## src/rtl/ps2_pkg.sv

```systemverilog
// Shared PS/2 Set-2 decode definitions: prefix bytes, lock keys, FSM states and event layout.
package ps2_pkg;

  localparam logic [7:0] PS2_E0 = 8'hE0;
  localparam logic [7:0] PS2_F0 = 8'hF0;
  localparam logic [7:0] PS2_E1 = 8'hE1;

  localparam logic [7:0] KEY_CAPS   = 8'h58;
  localparam logic [7:0] KEY_NUM    = 8'h77;
  localparam logic [7:0] KEY_SCROLL = 8'h7E;

  // Index matches the ps2_lock_control bit position.
  localparam logic [7:0] LOCK_KEYS [3] = '{KEY_SCROLL, KEY_NUM, KEY_CAPS};

  typedef enum logic [1:0] {
    ST_IDLE,
    ST_EXT,
    ST_BRK,
    ST_EXT_BRK
  } prefix_state_t;

  typedef struct packed {
    logic       ext;
    logic       brk;
    logic [7:0] code;
  } key_event_t;

  localparam int unsigned EVENT_W = $bits(key_event_t);

  // Keyboard status/ack bytes that never start a key event.
  function automatic logic is_discard(input logic [7:0] b);
    case (b)
      8'hE1, 8'hFA, 8'hAA, 8'hEE, 8'hFE, 8'h00, 8'hFF: return 1'b1;
      default:                                          return 1'b0;
    endcase
  endfunction

endpackage

```

## src/rtl/ps2_event_fifo.sv

```systemverilog
// First-word-fall-through event FIFO; push and pop may coincide, including when full.
module ps2_event_fifo #(
  parameter int unsigned DEPTH = 4,
  parameter int unsigned WIDTH = 10
) (
  input  logic             clk,
  input  logic             rst,
  input  logic             i_push,
  input  logic [WIDTH-1:0] i_data,
  input  logic             i_pop,
  output logic [WIDTH-1:0] o_data,
  output logic             o_valid,
  output logic             o_drop
);

  localparam int unsigned AW = $clog2(DEPTH);

  logic [WIDTH-1:0] r_mem [DEPTH];
  logic [AW-1:0]    r_rd;
  logic [AW-1:0]    r_wr;
  logic [AW:0]      r_count;
  logic             w_full;
  logic             w_pop;
  logic             w_push;

  assign o_valid = (r_count != '0);
  assign w_full  = (r_count == (AW+1)'(DEPTH));
  assign w_pop   = i_pop && o_valid;
  assign w_push  = i_push && (!w_full || w_pop);
  assign o_drop  = i_push && w_full && !w_pop;
  // Head is zeroed while empty so the event outputs read 0 out of reset.
  assign o_data  = o_valid ? r_mem[r_rd] : '0;

  always_ff @(posedge clk) begin
    if (w_push) r_mem[r_wr] <= i_data;
  end

  always_ff @(posedge clk) begin
    if (rst) begin
      r_rd    <= '0;
      r_wr    <= '0;
      r_count <= '0;
    end else begin
      if (w_push) r_wr <= r_wr + 1'b1;
      if (w_pop)  r_rd <= r_rd + 1'b1;
      case ({w_push, w_pop})
        2'b10:   r_count <= r_count + 1'b1;
        2'b01:   r_count <= r_count - 1'b1;
        default: r_count <= r_count;
      endcase
    end
  end

endmodule

```

## src/rtl/ps2_key_decoder.sv

```systemverilog
// PS/2 Set-2 decoder: folds E0/F0 prefixes into key events, queues them, tracks lock LEDs.
// Lock tracking is built only when PS2_LOCK_TRACK_EN is defined.
module ps2_key_decoder
  import ps2_pkg::*;
#(
  parameter int unsigned FIFO_DEPTH = 4
) (
  input  logic       CLOCK_50,
  input  logic       reset,
  input  logic       key_action,
  input  logic [7:0] scan_code,
  output logic       ev_valid,
  input  logic       ev_ready,
  output logic [7:0] ev_code,
  output logic       ev_ext,
  output logic       ev_break,
  output logic [2:0] ps2_lock_control,
  output logic       overflow
);

  prefix_state_t r_state;
  prefix_state_t w_next;
  logic          w_emit;
  logic          w_ext;
  logic          w_brk;
  logic          w_drop;
  logic          r_overflow;
  key_event_t    w_push_ev;
  key_event_t    w_head;

  always_comb begin
    w_next = r_state;
    w_emit = 1'b0;
    w_ext  = 1'b0;
    w_brk  = 1'b0;
    if (key_action) begin
      case (r_state)
        ST_IDLE: begin
          if (scan_code == PS2_E0)      w_next = ST_EXT;
          else if (scan_code == PS2_F0) w_next = ST_BRK;
          else if (!is_discard(scan_code)) w_emit = 1'b1;
        end
        ST_EXT: begin
          if (scan_code == PS2_F0)      w_next = ST_EXT_BRK;
          else if (scan_code == PS2_E0) w_next = ST_EXT;
          else if (scan_code == PS2_E1) w_next = ST_IDLE;
          else begin
            w_emit = 1'b1;
            w_ext  = 1'b1;
            w_next = ST_IDLE;
          end
        end
        ST_BRK: begin
          if (scan_code == PS2_F0)      w_next = ST_BRK;
          else if (scan_code == PS2_E0) w_next = ST_EXT_BRK;
          else if (scan_code == PS2_E1) w_next = ST_IDLE;
          else begin
            w_emit = 1'b1;
            w_brk  = 1'b1;
            w_next = ST_IDLE;
          end
        end
        default: begin
          if (scan_code == PS2_E0 || scan_code == PS2_F0) w_next = ST_EXT_BRK;
          else if (scan_code == PS2_E1) w_next = ST_IDLE;
          else begin
            w_emit = 1'b1;
            w_ext  = 1'b1;
            w_brk  = 1'b1;
            w_next = ST_IDLE;
          end
        end
      endcase
    end
  end

  always_ff @(posedge CLOCK_50) begin
    if (reset) r_state <= ST_IDLE;
    else       r_state <= w_next;
  end

  assign w_push_ev = '{ext: w_ext, brk: w_brk, code: scan_code};

  ps2_event_fifo #(
    .DEPTH (FIFO_DEPTH),
    .WIDTH (EVENT_W)
  ) u_fifo (
    .clk     (CLOCK_50),
    .rst     (reset),
    .i_push  (w_emit),
    .i_data  (w_push_ev),
    .i_pop   (ev_ready),
    .o_data  (w_head),
    .o_valid (ev_valid),
    .o_drop  (w_drop)
  );

  assign ev_code  = w_head.code;
  assign ev_ext   = w_head.ext;
  assign ev_break = w_head.brk;

  always_ff @(posedge CLOCK_50) begin
    if (reset)       r_overflow <= 1'b0;
    else if (w_drop) r_overflow <= 1'b1;
  end

  assign overflow = r_overflow;

`ifdef PS2_LOCK_TRACK_EN
  logic [2:0] r_lock;
  logic [2:0] r_held;

  // Held flags suppress re-toggling on typematic repeats until the key is released.
  always_ff @(posedge CLOCK_50) begin
    if (reset) begin
      r_lock <= '0;
      r_held <= '0;
    end else if (w_emit && !w_ext) begin
      for (int unsigned k = 0; k < 3; k++) begin
        if (scan_code == LOCK_KEYS[k]) begin
          if (w_brk) begin
            r_held[k] <= 1'b0;
          end else begin
            if (!r_held[k]) r_lock[k] <= ~r_lock[k];
            r_held[k] <= 1'b1;
          end
        end
      end
    end
  end

  assign ps2_lock_control = r_lock;
`else
  assign ps2_lock_control = '0;
`endif

endmodule
```

## config.mk

```make
export PLATFORM = sky130hd
export DESIGN_NAME = ps2_key_decoder
export DESIGN_NICKNAME = d
export VERILOG_FILES = /design/src/rtl/ps2_pkg.sv /design/src/rtl/ps2_event_fifo.sv /design/src/rtl/ps2_key_decoder.sv
export SDC_FILE = /design/constraint.sdc
export NUM_CORES = 1
export LEC_CHECK = 0
export ABC_AREA = 0
export CAP_MARGIN = 20
export CORE_MARGIN = 5
export CORE_UTILIZATION = 55
export CTS_BUF_LIST = sky130_fd_sc_hd__clkbuf_16
export DETAILED_ROUTE_END_ITERATION = 7
export GPL_ROUTABILITY_DRIVEN = 0
export PLACE_DENSITY = 0.86
export SLEW_MARGIN = 40
export SYNTH_ARGS = -nofsm -noshare
export SYNTH_HDL_FRONTEND = slang
export SYNTH_HIERARCHICAL = 1
export SYNTH_SLANG_ARGS = --single-unit
```

## constraint.sdc

```tcl
create_clock -name CLOCK_50 -period 3.6 [get_ports CLOCK_50]
set_input_delay 0.72 -clock CLOCK_50 [delete_from_list [all_inputs] [get_ports CLOCK_50]]
set_output_delay 0.72 -clock CLOCK_50 [all_outputs]
set_load 0.02 [all_outputs]
```

# [After elaboration in Yosys (flattened, before gate mapping)]
# Memory sizes are Yosys's and may differ from the RTL's. A register that Yosys moved wholly into a read port is not among the register bits.
# Index checks and enable logic that the tools add are counted.
[totals] inputBits=12 memories=1 ff_bits=10 ram_bits=40 output_inout_bits=15 wordCells=73
[op_classes] n_reduce_logical=17 eq_ne=14 n_addsub=4 muxes=32
[mem_list] memory="u_fifo.r_mem" words=4 word_bits=10 rd=1 rd_ports_with_merged_regs=1 wr=1 line="ps2_event_fifo.sv:18" text="logic [WIDTH-1:0] r_mem [DEPTH];"
[ops] cell="8-bit == test, second input constant" n=8
[ops] cell="1-bit 2-to-1 mux" n=18
[ops] cell="2-bit 2-to-1 mux" n=8
[ops] cell="10-bit 2-to-1 mux" n=1
[ops] cell="8-bit zero test" n=1
[ops] cell="7-bit OR reduction" n=1
[ops] cell="1-bit case mux with 2 select lines" n=3
[ops] cell="2-bit case mux with 3 select lines" n=1
[ops] cell="3-bit case mux with 2 select lines" n=1
[ops] cell="2-bit OR reduction" n=3
[ops] cell="2-bit by 1-bit adder with 2-bit output, second input constant" n=2
[ops] cell="2-bit by 1-bit == test with 1-bit output, second input constant" n=2
[ops] cell="2-bit == test, second input constant" n=2
[ops] cell="1-bit logical AND" n=4
[ops] cell="3-bit by 1-bit adder with 3-bit output, second input constant" n=1
[ops] cell="3-bit == test, second input constant" n=1
[ops] cell="3-bit != test, second input constant" n=1
[ops] cell="3-bit nonzero test" n=1
[ops] cell="3-bit by 1-bit subtractor with 3-bit output, second input constant" n=1
[ops] cell="1-bit zero test" n=2
[ops] cell="2-bit zero test" n=1
[ops] cell="1-bit logical OR" n=2
[ops] cell="2-bit AND reduction" n=1
[ops] cell="2-bit nonzero test" n=1

# [Logic depth before layout (Yosys ltp)]
# Gate-level depths: netlist of run 1.
[depth] depth_word=15 mapped_depth=11 mapped_depth_nobuf=10

# [Hierarchy]
# The synthesis of run 1 kept the hierarchy.
[by_module_without_submodules] module="ps2_event_fifo" instances=1 area_per_inst_um2=2077.0 seq_area_each_um2=1381.3 cells_per_inst=133
[by_module_without_submodules] module="ps2_key_decoder" instances=1 area_per_inst_um2=365.4 seq_area_each_um2=60.1 cells_per_inst=46

# [Least setup slack after synthesis of run 1]
# Ideal clock, no wire load.
[synth_timing] path_kind="input-to-reg" startpoint="input scan_code[5]" endpoint="register u_fifo.r_count[2]" slack_ns=0.450 required_ns=3.526 arrival_ns=3.076 stages=10 setup_time_ns=0.074 path_buffers=1 path_cell_list="or4_2 -> a211oi_1 -> a211oi_1 -> clkbuf_1 -> inv_1 -> nand3_1 -> fa_1 -> nand2b_1 -> o21bai_1 -> a31oi_1"
[synth_between] elab_chain_cells=15 word_cells_on_any_way=30 cone_classes="eq/ne (10); mux (15); reduce/logical (5)"
[synth_lines] item="start: declaration" line="ps2_key_decoder.sv:11" text="input logic [7:0] scan_code,"
[synth_lines] item="8-bit == test (tied with other cells)"
[synth_lines] item="7-bit OR reduction" line="ps2_pkg.sv:32" text="case (b)"
[synth_lines] item="1-bit 2-to-1 mux" line="ps2_pkg.sv:32"
[synth_lines] item="1-bit 2-to-1 mux" line="ps2_key_decoder.sv:40" text="else if (scan_code == PS2_F0) w_next = ST_BRK;"
[synth_lines] item="1-bit 2-to-1 mux" line="ps2_key_decoder.sv:39" text="if (scan_code == PS2_E0) w_next = ST_EXT;"
[synth_lines] item="1-bit 2-to-1 mux" line="ps2_key_decoder.sv:37" text="case (r_state)"
[synth_lines] item="1-bit 2-to-1 mux" line="ps2_key_decoder.sv:36" text="if (key_action) begin"
[synth_lines] item="1-bit 2-to-1 mux" line="ps2_key_decoder.sv:41" text="else if (!is_discard(scan_code)) w_emit = 1'b1;"
[synth_lines] item="1-bit 2-to-1 mux" line="ps2_key_decoder.sv:40"
[synth_lines] item="1-bit 2-to-1 mux" line="ps2_key_decoder.sv:39"
[synth_lines] item="1-bit case mux with 2 select lines (*)" line="ps2_key_decoder.sv:37"
[synth_lines] item="1-bit 2-to-1 mux (*)" line="ps2_key_decoder.sv:36"
[synth_lines] item="named net w_emit" line="ps2_key_decoder.sv:23" text="logic w_emit;"
[synth_lines] item="1-bit logical AND (*)" line="ps2_event_fifo.sv:29" text="assign w_push = i_push && (!w_full || w_pop);"
[synth_lines] item="2-bit by 1-bit == test with 1-bit output or 2-bit == test (tied branches)" line="ps2_event_fifo.sv:46" text="case ({w_push, w_pop})"
[synth_lines] item="3-bit case mux with 2 select lines or 2-bit nonzero test (tied branches)"
[synth_lines] item="end signal: assignment" line="ps2_event_fifo.sv:47" text="2'b10: r_count <= r_count + 1'b1;"
[synth_lines] item="end signal: assignment" line="ps2_event_fifo.sv:48" text="2'b01: r_count <= r_count - 1'b1;"
[synth_lines] item="end signal: assignment" line="ps2_event_fifo.sv:49" text="default: r_count <= r_count;"
[synth_lines] item="end: declaration" line="ps2_event_fifo.sv:21" text="logic [AW:0] r_count;"
# Mark *: on every way through the listed nets, which the timed path passes. The rest lies on a longest branch. The select of a mux whose other input is x is not followed.
# A chain may end at the register's enable or synchronous reset.

# [Worst setup path in the final report of run 1]
[layout_timing] startpoint="input scan_code[3]" endpoint="register u_fifo.r_count[2]"
# Same word-level chain as after synthesis.

==> reports/qor.yml, run 1 <==
core_area_sq_um: 4320
switching_share_pct: 24.9
reg2reg_depth: 10
synthCells: 179
p_sw_uw: 391
fin_setup_tns_ns: 0
p_comb_share_pct: 20.9
yosys.area.top_type_share_pct: 49.2
num-fill-cells: 317
cts_setup_buffers: 0
setup_viol: 0
cts_tree: "built"
ys.flop_type: "edfxtp_1"
setup_ws_ns: 0.344
route.detailed.drc: 0
hp-class: "reg -> reg"
seq_power_share_pct: 46.3
worstReg2RegEnd: "u_fifo/r_count[2]"
slew_headroom_pct: 55.7
fmax_mhz: 307
h-tree-depth: 2
fin_skew_ns: 0.00815
synth_edf_count: 40
start_kind: "input pin"
grtUsageTotal_pct: 15.3
cts_resized: 0
grt_max_degree: 16
grt_overflow: 0
fin_hold_ws_ns: 0.478
die_w_um: 76.6
clk_pin_slew_ns: 0.06
ys_types: 48
drv_slew: 0
ys_seq_elements: 52
p_int_mw: 1.18
place_ws_ns: 0.0507
cts_hold_buf: 0
synth_area_leaders: "edfxtp_1, dfxtp_1, mux4_2"
avgRoutedWirePerCell_um: 16.5
postRouteAntennaNets: 0
reg2reg_slack_ns: 1.20
final_common_cell: "edfxtp_1"
path_class: "in -> reg"
nets: 229
rsz0062_at_grt: "false"
outcome: "finished clean"
synth_top_area_cell: "edfxtp_1"
avgSynthCellArea_sq_um: 13.6
io-pin-count: 27
clockBufferDepth: 2
cp-end-kind: "register"
synthesis.area_sq_um: 2440
initial_core_util_pct: 56.5
clock_sinks: 52
numCtsBuffers: 5
clk_latency_ns: 0.28
hold_violations: 0
period_needed_ns: 3.26
die_h_um: 76.6
dpl.hpwl_um: 3040
drt-total-wl_um: 4310
critical_path_arrival_ns: 3.46
area_delta_synth_final_pct: 19.2
tightestPinTransition_ns: 0.663
rr_startpoint: "r_state[0]"
diodes: 0
cp.required_ns: 3.81
ys_seq_area_share_pct: 59.0
final_cell_mix: "edfxtp_1, clkdlybuf4s50_1, nor2_1"
rows: 24
ys.warnings.count: 6
clockRootBuffer: "clkbuf_16"
dr.pass1.iters: 4
grt_first_pass_wirelength_um: 7030
peakVddDrop_uv: 359
powerDensity_nw_per_um2: 539
drive_gt1_share_pct: 16.7
first_global_vias: 1443
cap_violations: 0
postSynth.asyncResetShare_pct: 0
port_buffers: 23
vias: 1471
setup.worst_path.start: "scan_code[3]"
drtIter0Drc: 83
leakage_nw: 1.02
fin_crit_sh_pct: 90.4
final-seq-area_sq_um: 1440
die_area_sq_um: 5870
clock_power_share_pct: 32.9
antenna_found_initial: 0
cp_max_fo: 7
cp-endpoint: "u_fifo/r_count[2]"
multiInputGateArea_sq_um: 897
viasPerCell: 5.64
[how the worst min path moves through the flow]
| stage | endpoint | slack (ns) | from | cells past startpoint |
|---|---|---|---|---|
| detailed placement | overflow | 0.46 | overflow | 2 |
| CTS | overflow | 0.49 | overflow | 2 |
| global route | overflow | 0.52 | overflow | 2 |
| global placement | overflow | 0.46 | overflow | 2 |
| floorplan | u_fifo/r_wr[0] | 0.48 | u_fifo/r_wr[0] | 2 |
| finish | overflow | 0.48 | overflow | 2 |
[registers in the layout, indices dropped and copies added, names as in the netlist, named ones only]
| signal | cells |
|---|---|
| overflow | 1 |
| u_fifo/r_count | 3 |
| u_fifo/r_mem | 40 |
| u_fifo/r_wr | 2 |
| u_fifo/r_rd | 2 |
| r_state | 2 |
[logic make-up after synthesis]
family / Yosys count / share of synthesized area, %
simple gates: 55 / 13.1
flops: 52 / 59.0
compound gates: 23 / 6.81
buf+inv: 23 / 4.56
mux: 11 / 9.63
fa+ha+maj: 10 / 5.33
xor+xnor: 4 / 1.43
other cells: 1 / 0.154
[cell type report]
class	instances	share of cell area, %
repair buffers	33	10.5
clock inverters	3	1.33
well taps	52	2.24
flip-flops and latches	52	49.5
multi-input cells	106	30.8
clock buffers	5	4.30
inverters	10	1.29
[through the flow]
stage,cells,utilization (%),power (mW),instance area [sq um]
floorplan,181,-,0.937,2450
global placement,253,63.5,1.06,2750
detailed placement,253,63.5,1.07,2750
CTS,261,67.3,1.58,2910
global route,261,67.3,1.63,2910
finish,261,67.3,1.57,2910
[power groups by stage]
stage	Clock, mW	Sequential [mW]	Combinational [mW]
after floorplan	0	0.705	0.233
after global placement	0	0.736	0.321
after detailed placement	0	0.740	0.328
after CTS	0.526	0.726	0.330
after global routing	0.549	0.733	0.352
final	0.515	0.725	0.327
[Yosys cell counts (4+ instances only)]
cell type	count
mux4_2	10
buf_2	5
inv_1	10
a21oi_1	4
nand3_1	6
nor2b_1	10
o21ai_0	4
nor2_1	15
and3_1	4
dfxtp_1	12
ha_1	8
edfxtp_1	40
[routing by layer]
layer / vias up / global-route usage (%) / share of wire [%]
li1: 716 / - / -
met1: 717 / 19.1 / 43
met2: 32 / 26.3 / 51
met3: 6 / 4.02 / 4.9
met4: 0 / 4.20 / 0.91
met5: - / 0 / 0
[worst max-delay path, stage by stage]
cell and delay [ns]:
clkdlybuf4s50_1 0.51, or4_2 0.64, a211oi_1 0.28, a211oi_1 0.14, inv_1 0.12, nand3_1 0.11, fa_1 0.46, nand2b_1 0.17
o21bai_1 0.16, a31oi_1 0.16
(Power assumes the default switching activity.)
==> run 2: changes to the inputs <==
--- a/config.mk
+++ b/config.mk
@@ -10,6 +10,8 @@
 export CORE_MARGIN = 5
 export CORE_UTILIZATION = 55
 export CTS_BUF_LIST = sky130_fd_sc_hd__clkbuf_16
+export CTS_CLUSTER_DIAMETER = 80
+export CTS_CLUSTER_SIZE = 20
 export DETAILED_ROUTE_END_ITERATION = 7
 export GPL_ROUTABILITY_DRIVEN = 0
 export PLACE_DENSITY = 0.86
==> results of run 2 <==
Same layout as run 1: the final DEF is identical, and so are final timing and power.
